$ cat src/rtl/pipe_stage_reg.sv
// Inter-stage pipeline register: opaque payload, valid/ready handshake, flush, NOP bubble, stall counter.
// Optional macro PIPE_SKID_EN adds a skid entry and a registered in_ready.
module pipe_stage_reg #(
  parameter int                 DATA_W      = 32,
  parameter logic [DATA_W-1:0]  NOP_VALUE   = {DATA_W{1'b0}},
  parameter int                 STALL_CNT_W = 16
) (
  input  logic                   clk,
  input  logic                   rst,
  input  logic                   flush,
  input  logic                   in_valid,
  input  logic [DATA_W-1:0]      in_data,
  output logic                   in_ready,
  output logic                   out_valid,
  output logic [DATA_W-1:0]      out_data,
  input  logic                   out_ready,
  output logic [STALL_CNT_W-1:0] stall_cnt,
  input  logic                   stall_clr
);

  typedef enum logic [1:0] {S_EMPTY, S_ONE, S_TWO} state_t;

  state_t                  r_state, w_state_nxt;
  logic [DATA_W-1:0]       r_main, w_main_nxt;
  logic [STALL_CNT_W-1:0]  r_stall_cnt;
  logic                    w_accept, w_consume, w_stall_inc;

  assign out_valid   = (r_state != S_EMPTY);
  assign out_data    = r_main;
  assign stall_cnt   = r_stall_cnt;
  assign w_accept    = in_valid && in_ready;
  assign w_consume   = out_valid && out_ready;
  assign w_stall_inc = out_valid && !out_ready && !flush;

`ifdef PIPE_SKID_EN
  logic [DATA_W-1:0] r_skid, w_skid_nxt;
  logic              r_in_ready;

  assign in_ready = r_in_ready;
`else
  assign in_ready = !out_valid || out_ready;
`endif

  always_ff @(posedge clk or posedge rst) begin
    if (rst) begin
      r_state    <= S_EMPTY;
      r_main     <= NOP_VALUE;
`ifdef PIPE_SKID_EN
      r_skid     <= NOP_VALUE;
      r_in_ready <= 1'b1;
`endif
    end else begin
      r_state    <= w_state_nxt;
      r_main     <= w_main_nxt;
`ifdef PIPE_SKID_EN
      r_skid     <= w_skid_nxt;
      // Registered "skid empty" breaks the consumer-to-producer ready path.
      r_in_ready <= (w_state_nxt != S_TWO);
`endif
    end
  end

  always_comb begin
    w_state_nxt = r_state;
    w_main_nxt  = r_main;
`ifdef PIPE_SKID_EN
    w_skid_nxt  = r_skid;
`endif
    if (flush) begin
      w_state_nxt = S_EMPTY;
      w_main_nxt  = NOP_VALUE;
`ifdef PIPE_SKID_EN
      w_skid_nxt  = NOP_VALUE;
`endif
    end else begin
      case (r_state)
        S_EMPTY: begin
          if (w_accept) begin
            w_state_nxt = S_ONE;
            w_main_nxt  = in_data;
          end
        end
        S_ONE: begin
          if (w_accept && w_consume) begin
            w_main_nxt  = in_data;
          end else if (w_consume) begin
            w_state_nxt = S_EMPTY;
            w_main_nxt  = NOP_VALUE;
          end
`ifdef PIPE_SKID_EN
          else if (w_accept) begin
            w_state_nxt = S_TWO;
            w_skid_nxt  = in_data;
          end
`endif
        end
`ifdef PIPE_SKID_EN
        S_TWO: begin
          if (w_consume) begin
            w_state_nxt = S_ONE;
            w_main_nxt  = r_skid;
            w_skid_nxt  = NOP_VALUE;
          end
        end
`endif
        default: begin
          w_state_nxt = S_EMPTY;
          w_main_nxt  = NOP_VALUE;
        end
      endcase
    end
  end

  always_ff @(posedge clk or posedge rst) begin
    if (rst)
      r_stall_cnt <= '0;
    else if (stall_clr)
      r_stall_cnt <= '0;
    else if (w_stall_inc && !(&r_stall_cnt))
      r_stall_cnt <= r_stall_cnt + 1'b1;
  end

endmodule

$ cat config.mk
export PLATFORM = sky130hd
export DESIGN_NAME = pipe_stage_reg
export DESIGN_NICKNAME = d
export VERILOG_FILES = /design/src/rtl/pipe_stage_reg.sv
export SDC_FILE = /design/constraint.sdc
export NUM_CORES = 1
export LEC_CHECK = 0
export BUFFER_PORTS_ARGS = -buffer_cell sky130_fd_sc_hd__buf_2
export CORE_ASPECT_RATIO = 0.7
export CORE_UTILIZATION = 43
export DETAILED_ROUTE_END_ITERATION = 8
export GPL_ROUTABILITY_DRIVEN = 0
export GPL_TIMING_DRIVEN = 0
export PLACE_DENSITY = 0.75
export SKIP_CTS_REPAIR_TIMING = 1
export SYNTH_ARGS = -nofsm -noshare
export SYNTH_HDL_FRONTEND = slang
export SYNTH_SLANG_ARGS = --single-unit
$ cat constraint.sdc
create_clock -name clk -period 1.85 [get_ports clk]
set_clock_uncertainty 0.2 [all_clocks]
set_input_delay 0.0925 -clock clk [delete_from_list [all_inputs] [get_ports clk]]
set_output_delay 0.0925 -clock clk [all_outputs]
set_load 0.01 [all_outputs]
==> results.yml, run 1 <==
run_status:
  status: "complete, but fails checks"
  violations: "setup timing"
cts:
  cts_sinks: 49
  cts_buffer_depth: 2
  htree_levels: 2
  clk_pin_slew_ns: 0.09
  root_buffer: "clkbuf_8"
  cts_buffers: 5
  clk-insertion-delay-late_ns: 0.30
  cts_tree: "built"
job:
  max-cap-violations: 0
floorplanning:
  ios: 88
  fp.dieW_um: 86.66
  start_util_pct: 44.86
  fp.dieH_um: 61.26
  fp.dieArea_um2: 5308
  rows: 21
  core-area_um2: 4808
timing:
  whs_ns: 0.01430
  worstMarginPinSlew_ns: 0.5940
  worst_slack_ns: -0.001118
  hold_viol: 0
  relSlewSlack_pct: 60.40
  finalCritPeriodShare_pct: 100.1
  fmax_ghz: 0.5402
  period_needed_ns: 1.851
  final-setup-viol-count: 1
  maxSlewViolCount: 0
  grt_setup_unrepaired: "yes"
global_route:
  grt_util_met1_pct: 27.11
  grt.total_usage_pct: 19.55
  grt_antenna_before_repair: 0
  grt_use_met2_pct: 30.27
  grt_pass1_wl_mm: 7.893
  top_usage_layer: "met2"
  grt_pass1_vias: 1683
  gr-usage-met3_pct: 5.496
  overflow: 0
  grt_max_degree: 28
place:
  dp_hpwl_mm: 3.663
  portBuffers: 86
setup_path:
  r2r_cells: 5
  end_kind: "register"
  critical_path_arrival_ns: 1.87
  cp.required_ns: 1.87
  start_kind: "register"
  slowest_stage: "or4_1"
  max_stage_delay_ns: 0.45
  worst-setup-path-type: "register to register"
  path_delay_family: "simple AND/OR/NAND/NOR gates"
  r2r-start: "r_state[0]"
  timing.critical_path.fanout_max: 10
  cp_cell_sequence: "nor3b_4 -> buf_6 -> nand4_4 -> or4_1 -> a21oi_1"
  critPathBufInv: 1
  r2r_slack_ns: -0.001
  r2r_end: "stall_cnt[9]"
synthesis:
  synth_fa_ha_area_share_pct: 0.5800
  synth_compound_area_share_pct: 22.68
  syn_nets: 228
  yosys.area_share.simple_pct: 16.59
  synth.distinct_cells: 38
  synth_edf_count: 0
  syn_inst: 189
  synth_xor_area_share_pct: 0
  netlist_area_um2: 2157
  avgSynthCellArea_um2: 11.41
  synth_warnings: 0
  synth_seq_cells: 49
  synth_top_family_by_area: "compound AO/OA/AOI/OAI gates"
  postSynth.asyncResetShare_pct: 100.0
  ys.flop_type: "dfrtp_1"
  muxShareOfSynthArea_pct: 0.4640
  ys_seq_area_share_pct: 56.84
detailed_routing:
  first_iter_violations: 148
  routed_wirelength_mm: 6.232
  viasPerCell: 5.441
  postRouteAntennaNets: 0
  drcViolationCount: 0
  dr.pass1.iters: 4
  wl_per_cell_um: 15.35
  via_count: 2209
pwr:
  leakagePower_nw: 1.720
  total_power_w: 0.002362
  irDropWorstVdd_uv: 494.1
  power_density_nw_per_um2: 687.0
cells_and_area:
  drive_gt1_share_pct: 42.73
  final_net_count: 375
  num_antenna_cells: 0
  area_growth_pct: 59.40
hold_path:
  whs_endpoint: "out_data[21]"
  min-delay-start: "in_data[21]"
  hold_class: "primary input to register"
  hold-path-cell-count: 4
[power by group]
group	leakage (nW)	switching [W]	internal, W
registers	0.652	0.0000233	0.00111
logic	0.999	0.000152	0.000159
clock network	0.0687	0.000372	0.000544
total	1.72	0.000547	0.00181
[per-stage QoR]
step	util (%)	worst slack [ns]	instances	area, um^2	setup TNS, ns
after floorplan	-	0.04022	189	2157	0
after global placement	55.61	-0.2712	344	2674	-13.41
after detailed placement	56.02	-0.1041	345	2694	-0.7067
after CTS	58.89	-0.1277	353	2831	-0.9176
after global routing	71.51	-0.07600	406	3438	-0.3649
final	71.51	-0.001118	406	3438	-0.001118
[flip-flops by register name, summed over array words and instances (netlist names)]
name       count
stall_cnt     16
out_data      32
r_state        1
[worst min-delay path, delay by kind of cell]
| family | cells | cell delay, ns |
|---|---|---|
| compound gates | 1 | 0.13 |
| buf+inv | 1 | 0.09 |
| simple gates | 2 | 0.16 |
[cell usage after synthesis (2+ instances only)]
| master | n | area [um^2] |
|---|---|---|
| nor2b_1 | 2 | 12.51 |
| a22o_1 | 21 | 183.9 |
| dfrtp_1 | 49 | 1226 |
| o41ai_1 | 2 | 17.52 |
| and4_1 | 2 | 17.52 |
| o311ai_0 | 2 | 17.52 |
| o31ai_1 | 6 | 45.04 |
| nor3_1 | 3 | 15.01 |
| nand4_1 | 2 | 12.51 |
| and2_1 | 2 | 12.51 |
| nand2_1 | 6 | 22.52 |
| a21oi_1 | 12 | 60.06 |
| a22oi_1 | 10 | 75.07 |
| o31a_1 | 2 | 17.52 |
| nor2_1 | 11 | 41.29 |
| or3_1 | 6 | 37.54 |
| nand2b_1 | 2 | 12.51 |
| o21ai_0 | 6 | 30.03 |
| inv_1 | 7 | 26.28 |
| nand4_2 | 3 | 37.54 |
| nor4_1 | 2 | 12.51 |
| or4_1 | 4 | 30.03 |
| clkbuf_1 | 7 | 26.28 |
| nand3_1 | 6 | 30.03 |
[cells by family after synthesis]
| family | count (synthesis) |
|---|---|
| compound gates | 66 |
| fa+ha+maj | 1 |
| buf+inv | 16 |
| flops | 49 |
| mux | 1 |
| simple gates | 56 |
[per-layer routing]
metal | share of wire, % | wire length, um
met4 | 0.91 | 57
met3 | 6.8 | 425
met5 | 0 | 0
met2 | 49 | 3041
met1 | 43 | 2707
[worst max path at each step]
stage            startpoint      endpoint  cells past startpoint
6_report         r_state[0]  stall_cnt[9]                      5
5_1_grt          r_state[0]  stall_cnt[9]                      5
4_1_cts        stall_cnt[0]  stall_cnt[4]                      5
3_5_place_dp   stall_cnt[0]  stall_cnt[4]                      5
3_3_place_gp            rst  out_data[29]                      2
2_1_floorplan  stall_cnt[0]  stall_cnt[9]                      5
[final cells by class]
type | count | area (um^2)
Clock inverter | 3 | 68.82
Sequential cell | 49 | 1236
Timing Repair Buffer | 140 | 955.9
Tap cell | 69 | 86.33
Multi-Input combinational cell | 124 | 955.9
Buffer | 9 | 40.04
Fill cell | 331 | 1370
Inverter | 7 | 26.28
Clock buffer | 5 | 68.82
[placed cells by master (no fill, tap or decap), types with 6 or more instances in the layout]
master	synthesis	routed
buf_2	1	87
dfrtp_1	49	41
dlygate4sd3_1	0	35
a22o_1	21	21
buf_4	0	15
nor2_1	11	11
a22oi_1	10	10
a21oi_1	12	10
dfrtp_2	0	8
or3_1	6	6
nand2_1	6	6
inv_1	7	6
No activity file was read; power rests on OpenSTA's default activity.
==> run 2: changes to the inputs <==
==> constraint.sdc (replaced) <==
create_clock -name clk -period 1.5 [get_ports clk]
set_clock_uncertainty 0.2 [all_clocks]
set_input_delay 0.075 -clock clk [delete_from_list [all_inputs] [get_ports clk]]
set_output_delay 0.075 -clock clk [all_outputs]
set_load 0.01 [all_outputs]
==> run 2 against run 1 <==
Compared with the run above:
- the flow finishes with violations (hold timing, setup timing)
- combinational power increased by 27%
- via count decreased by 0.95%
- register-to-register slack got worse by 0.37 ns
- sequential power is 24% higher
- first-iteration DRC count shrank 32%
- non-clock buffer count up 1
- worst setup slack lost 0.37 ns
- fmax is 1.2% lower
- count of clock-buffer cells in the layout unchanged
- sequential share of layout area increased by 0.39 points
- critical path depth stayed put
- clock power shrank 16%
- critical path type unchanged
- critical endpoint is now stall_cnt[8]
==> results.yml, run 2 (synthesis results as in run 1) <==
global_route:
  grt_max_degree: 28
  grt_antenna_before_repair: 0
  grt_pass1_wl_mm: 7.438
  grt_pass1_vias: 1512
  overflow: 0
  grt.total_usage_pct: 18.88
detailed_routing:
  drcViolationCount: 0
  viasPerCell: 5.376
  first_iter_violations: 101
  wl_per_cell_um: 15.13
  routed_wirelength_mm: 6.159
  dr.pass1.iters: 4
  via_count: 2188
  postRouteAntennaNets: 0
cells_and_area:
  area_growth_pct: 57.83
  largest_reg_flops: 32
  drive_gt1_share_pct: 44.08
  final_net_count: 376
  fill_cells: 354
  final_area_um2: 3405
  final_common_cell: "buf_2"
  most-common-layout-cells: "buf_2 (88), dfrtp_1 (40), dlygate4sd3_1 (36)"
  num_antenna_cells: 0
hold_path:
  whs_endpoint: "stall_cnt[14]"
  min-delay-start: "stall_clr"
  hold-path-cell-count: 2
  hold_class: "primary input to register"
setup_path:
  critical_path_arrival_ns: 1.89
  r2r_end: "stall_cnt[8]"
  timing.critical_path.fanout_max: 7
  r2r_cells: 5
  end_kind: "register"
  cp_cell_sequence: "nor3b_4 -> buf_6 -> nand4_4 -> or4_4 -> a21oi_2"
  slowest_stage: "or4_4"
  cp.required_ns: 1.52
  max_stage_delay_ns: 0.52
  worst-setup-path-type: "register to register"
  crit_start: "r_state[0]"
  r2r-start: "r_state[0]"
  r2r_slack_ns: -0.37
  start_kind: "register"
place:
  placedInstanceArea_um2: 2715
  dp_hpwl_mm: 3.654
  portBuffers: 86
  dpl_worst_slack_ns: -0.4650
cts:
  cts_tree: "built"
  cts_buffers: 5
  clk-insertion-delay-late_ns: 0.30
  cts_buffer_depth: 2
  root_buffer: "clkbuf_8"
  cts_sinks: 49
  clk_pin_slew_ns: 0.09
  htree_levels: 2
timing:
  period_needed_ns: 1.873
  maxSlewViolCount: 0
  hold_viol: 3
  final-setup-viol-count: 46
  grt_setup_unrepaired: "yes"
  worst_slack_ns: -0.3731
  worstMarginPinSlew_ns: 0.5954
  relSlewSlack_pct: 60.31
  finalCritPeriodShare_pct: 124.9
  whs_ns: -0.06390
  fmax_ghz: 0.5339
floorplanning:
  ios: 88
  fp.dieW_um: 86.66
  start_util_pct: 44.86
  rows: 21
  fp.dieArea_um2: 5308
  fp.dieH_um: 61.26
  core-area_um2: 4808
pwr:
  leakagePower_nw: 1.699
  irDropWorstVdd_uv: 450.5
  power_density_nw_per_um2: 754.2
job:
  max-cap-violations: 0
run_status:
  violations: "hold timing, setup timing"
  status: "complete, but fails checks"
==> run 2: cell types whose count changed in the layout (fill, tap and decap cells not counted), moves of 2 or more <==
cell | previous run | this run
clkbuf_4 | 0 | 2
bufinv_16 | 2 | 0
clkbuf_1 | 3 | 1
clkbuf_2 | 4 | 2
==> run 2: how the worst max path moves through the flow <==
stage                   endpoint  depth (start not counted)
floorplan           stall_cnt[8]                          4
global placement      r_state[0]                          2
detailed placement  stall_cnt[9]                          4
CTS                 stall_cnt[8]                          4
global route        stall_cnt[8]                          5
finish              stall_cnt[8]                          5
==> run 2: cell type report <==
| class | instances | area (um^2) | area share, % |
|---|---|---|---|
| well taps | 69 | 86.33 | 2.536 |
| flip-flops and latches | 49 | 1237 | 36.35 |
| clock inverters | 3 | 21.27 | 0.6248 |
| plain buffers | 9 | 50.05 | 1.470 |
| inverters | 7 | 26.28 | 0.7718 |
| repair buffers | 141 | 957.2 | 28.11 |
| clock buffers | 5 | 68.82 | 2.021 |
| multi-input cells | 124 | 957.2 | 28.11 |
==> run 2: through the flow <==
| step | std cells | TNS (ns) | util (%) | total power (W) |
|---|---|---|---|---|
| 5_1_grt | 407 | -13.04 | 70.80 | 0.002700 |
| 6_report | 407 | -9.295 | 70.80 | 0.002568 |
| 3_3_place_gp | 344 | -38.67 | 56.05 | 0.001713 |
| 4_1_cts | 353 | -10.63 | 58.34 | 0.002498 |
| 2_1_floorplan | 189 | -2.841 | - | 0.001578 |
| 3_5_place_dp | 345 | -9.625 | 56.47 | 0.001723 |
==> run 2: where the power goes <==
| part | internal, W | leakage [nW] | switching (W) |
|---|---|---|---|
| Sequential | 0.00137 | 0.651 | 0.0000301 |
| Combinational | 0.000205 | 1.00 | 0.000190 |
| Clock | 0.000331 | 0.0445 | 0.000440 |
==> run 2: worst max-delay path: cells and delay by family (launching register included) <==
| family | cells | cell delay [ns] |
|---|---|---|
| buffers and inverters | 1 | 0.15 |
| flip-flops | 1 | 0.41 |
| AND/OR/NAND/NOR | 3 | 0.88 |
| AO/OA/AOI/OAI | 1 | 0.14 |
==> run 2: routing by layer <==
layer | global-route usage (%) | up-vias | part of all wire (%)
met5 | 0 | - | 0
met4 | 6.429 | 0 | 0.55
met3 | 4.155 | 2 | 6.6
met2 | 27.32 | 100 | 47
met1 | 28.27 | 1063 | 46
li1 | - | 1023 | -
==> run 3: changes to the inputs <==
--- a/config.mk
+++ b/config.mk
@@ -12,6 +12,7 @@
 export GPL_ROUTABILITY_DRIVEN = 0
 export GPL_TIMING_DRIVEN = 0
 export PLACE_DENSITY = 0.75
+export SETUP_SLACK_MARGIN = 0.05
 export SKIP_CTS_REPAIR_TIMING = 1
 export SYNTH_ARGS = -nofsm -noshare
 export SYNTH_HDL_FRONTEND = slang
==> run 3 against run 2 <==
Compared with the run above:
- the run still ends with hold timing, setup timing left
- register-to-register slack got worse by 0.06 ns
- flip-flop and latch count unchanged
- worst hold slack improved by 0.033 ns
- final area increased by 13%
- final cell count increased by 4.7%
- critical endpoint unchanged
- utilization increased by 9.4 points
- fmax decreased by 3.0%
- routed wire length increased by 21%
- worst setup slack got worse by 0.057 ns
- sequential share of layout area decreased by 4.1 points
- clock power increased by 25%
==> results.yml, run 3 (synthesis results as in run 1) <==
cts:
  clk_pin_slew_ns: 0.09
  cts_buffers: 5
  cts_tree: "built"
  cts_sinks: 49
  clk-insertion-delay-late_ns: 0.31
  htree_levels: 2
  root_buffer: "clkbuf_8"
  cts_buffer_depth: 2
job:
  max-cap-violations: 0
timing:
  worst_slack_ns: -0.4304
  grt_setup_unrepaired: "yes"
  tns_ns: -8.419
  hold_viol: 2
  period_needed_ns: 1.930
  maxSlewViolCount: 0
  whs_ns: -0.03058
  worstMarginPinSlew_ns: 0.6584
  fmax_ghz: 0.5180
  relSlewSlack_pct: 56.11
  finalCritPeriodShare_pct: 128.7
  final-setup-viol-count: 44
floorplanning:
  rows: 21
  start_util_pct: 44.86
  ios: 88
  fp.dieArea_um2: 5308
  fp.dieW_um: 86.66
  fp.dieH_um: 61.26
  core-area_um2: 4808
setup_path:
  critical_path_arrival_ns: 1.96
  cp.required_ns: 1.53
  crit_start: "stall_cnt[4]"
  r2r-start: "stall_cnt[4]"
  end_kind: "register"
  r2r_slack_ns: -0.43
  start_kind: "register"
  r2r_cells: 4
  timing.critical_path.fanout_max: 6
  r2r_end: "stall_cnt[8]"
  worst-setup-path-type: "register to register"
place:
  dpl_worst_slack_ns: -0.4599
  placedInstanceArea_um2: 2743
  portBuffers: 86
  dp_hpwl_mm: 3.799
global_route:
  grt_antenna_before_repair: 0
  grt_pass1_wl_mm: 7.872
  grt_max_degree: 28
  grt_pass1_vias: 1637
  overflow: 0
  grt.total_usage_pct: 19.87
hold_path:
  min-delay-start: "in_data[21]"
  hold_class: "primary input to register"
  whs_endpoint: "out_data[21]"
  hold-path-cell-count: 4
cells_and_area:
  largest_reg_flops: 32
  final_net_count: 395
  num_antenna_cells: 0
  area_growth_pct: 78.77
  utilization_pct: 80.20
  final_area_um2: 3856
  final_common_cell: "buf_2"
  drive_gt1_share_pct: 56.86
  most-common-layout-cells: "buf_2 (87), dfrtp_1 (36), dlygate4sd3_1 (35)"
pwr:
  irDropWorstVdd_uv: 806.7
  leakagePower_nw: 1.901
  power_density_nw_per_um2: 734.8
detailed_routing:
  postRouteAntennaNets: 0
  routed_wirelength_mm: 7.426
  drcViolationCount: 0
  viasPerCell: 5.500
  wl_per_cell_um: 17.43
  first_iter_violations: 120
  dr.pass1.iters: 4
  via_count: 2343
run_status:
  violations: "hold timing, setup timing"
  status: "complete, but fails checks"
run 3: worst max path at each step:
stage                         endpoint  slack, ns  cells after the start
final                     stall_cnt[8]      -0.43                      4
after global routing      stall_cnt[8]      -0.48                      5
after CTS                 stall_cnt[8]      -0.49                      4
after detailed placement  stall_cnt[8]      -0.46                      4
after global placement      r_state[0]      -0.72                      2
after floorplan           stall_cnt[8]      -0.30                      4
run 3: final cells by class:
cell class / instances / area, um^2
Sequential cell: 49 / 1242
Multi-Input combinational cell: 125 / 1176
Timing Repair Buffer: 159 / 1132
Fill cell: 278 / 952.2
Tap cell: 69 / 86.33
Buffer: 9 / 80.08
Clock buffer: 5 / 68.82
Clock inverter: 3 / 43.79
Inverter: 7 / 26.28
run 3: routing by layer:
| metal | GRT usage, % | wire, um |
|---|---|---|
| met1 | 28.50 | 3229 |
| met2 | 29.48 | 3552 |
| met3 | 5.228 | 483 |
| met4 | 7.143 | 160 |
| met5 | 0 | 0 |
run 3: metrics by stage:
stage / total power, W / instances
detailed placement: 0.001736 / 345
global route: 0.002956 / 426
finish: 0.002833 / 426
floorplan: 0.001584 / 189
global placement: 0.001720 / 344
CTS: 0.002692 / 353
run 3: power by group:
part	internal (W)	leakage, nW	switching [W]	total, W
Clock	0.000500	0.0585	0.000462	0.000963
Sequential	0.00137	0.644	0.0000329	0.00140
Combinational	0.000247	1.20	0.000220	0.000467
Total	0.00212	1.90	0.000715	0.00283
run 3: critical path, cell delays in order (launching register included):
cell and delay (ns):
dfrtp_1 0.47, and4_4 0.32, nand4_4 0.16, or4_4 0.57, a21oi_2 0.13
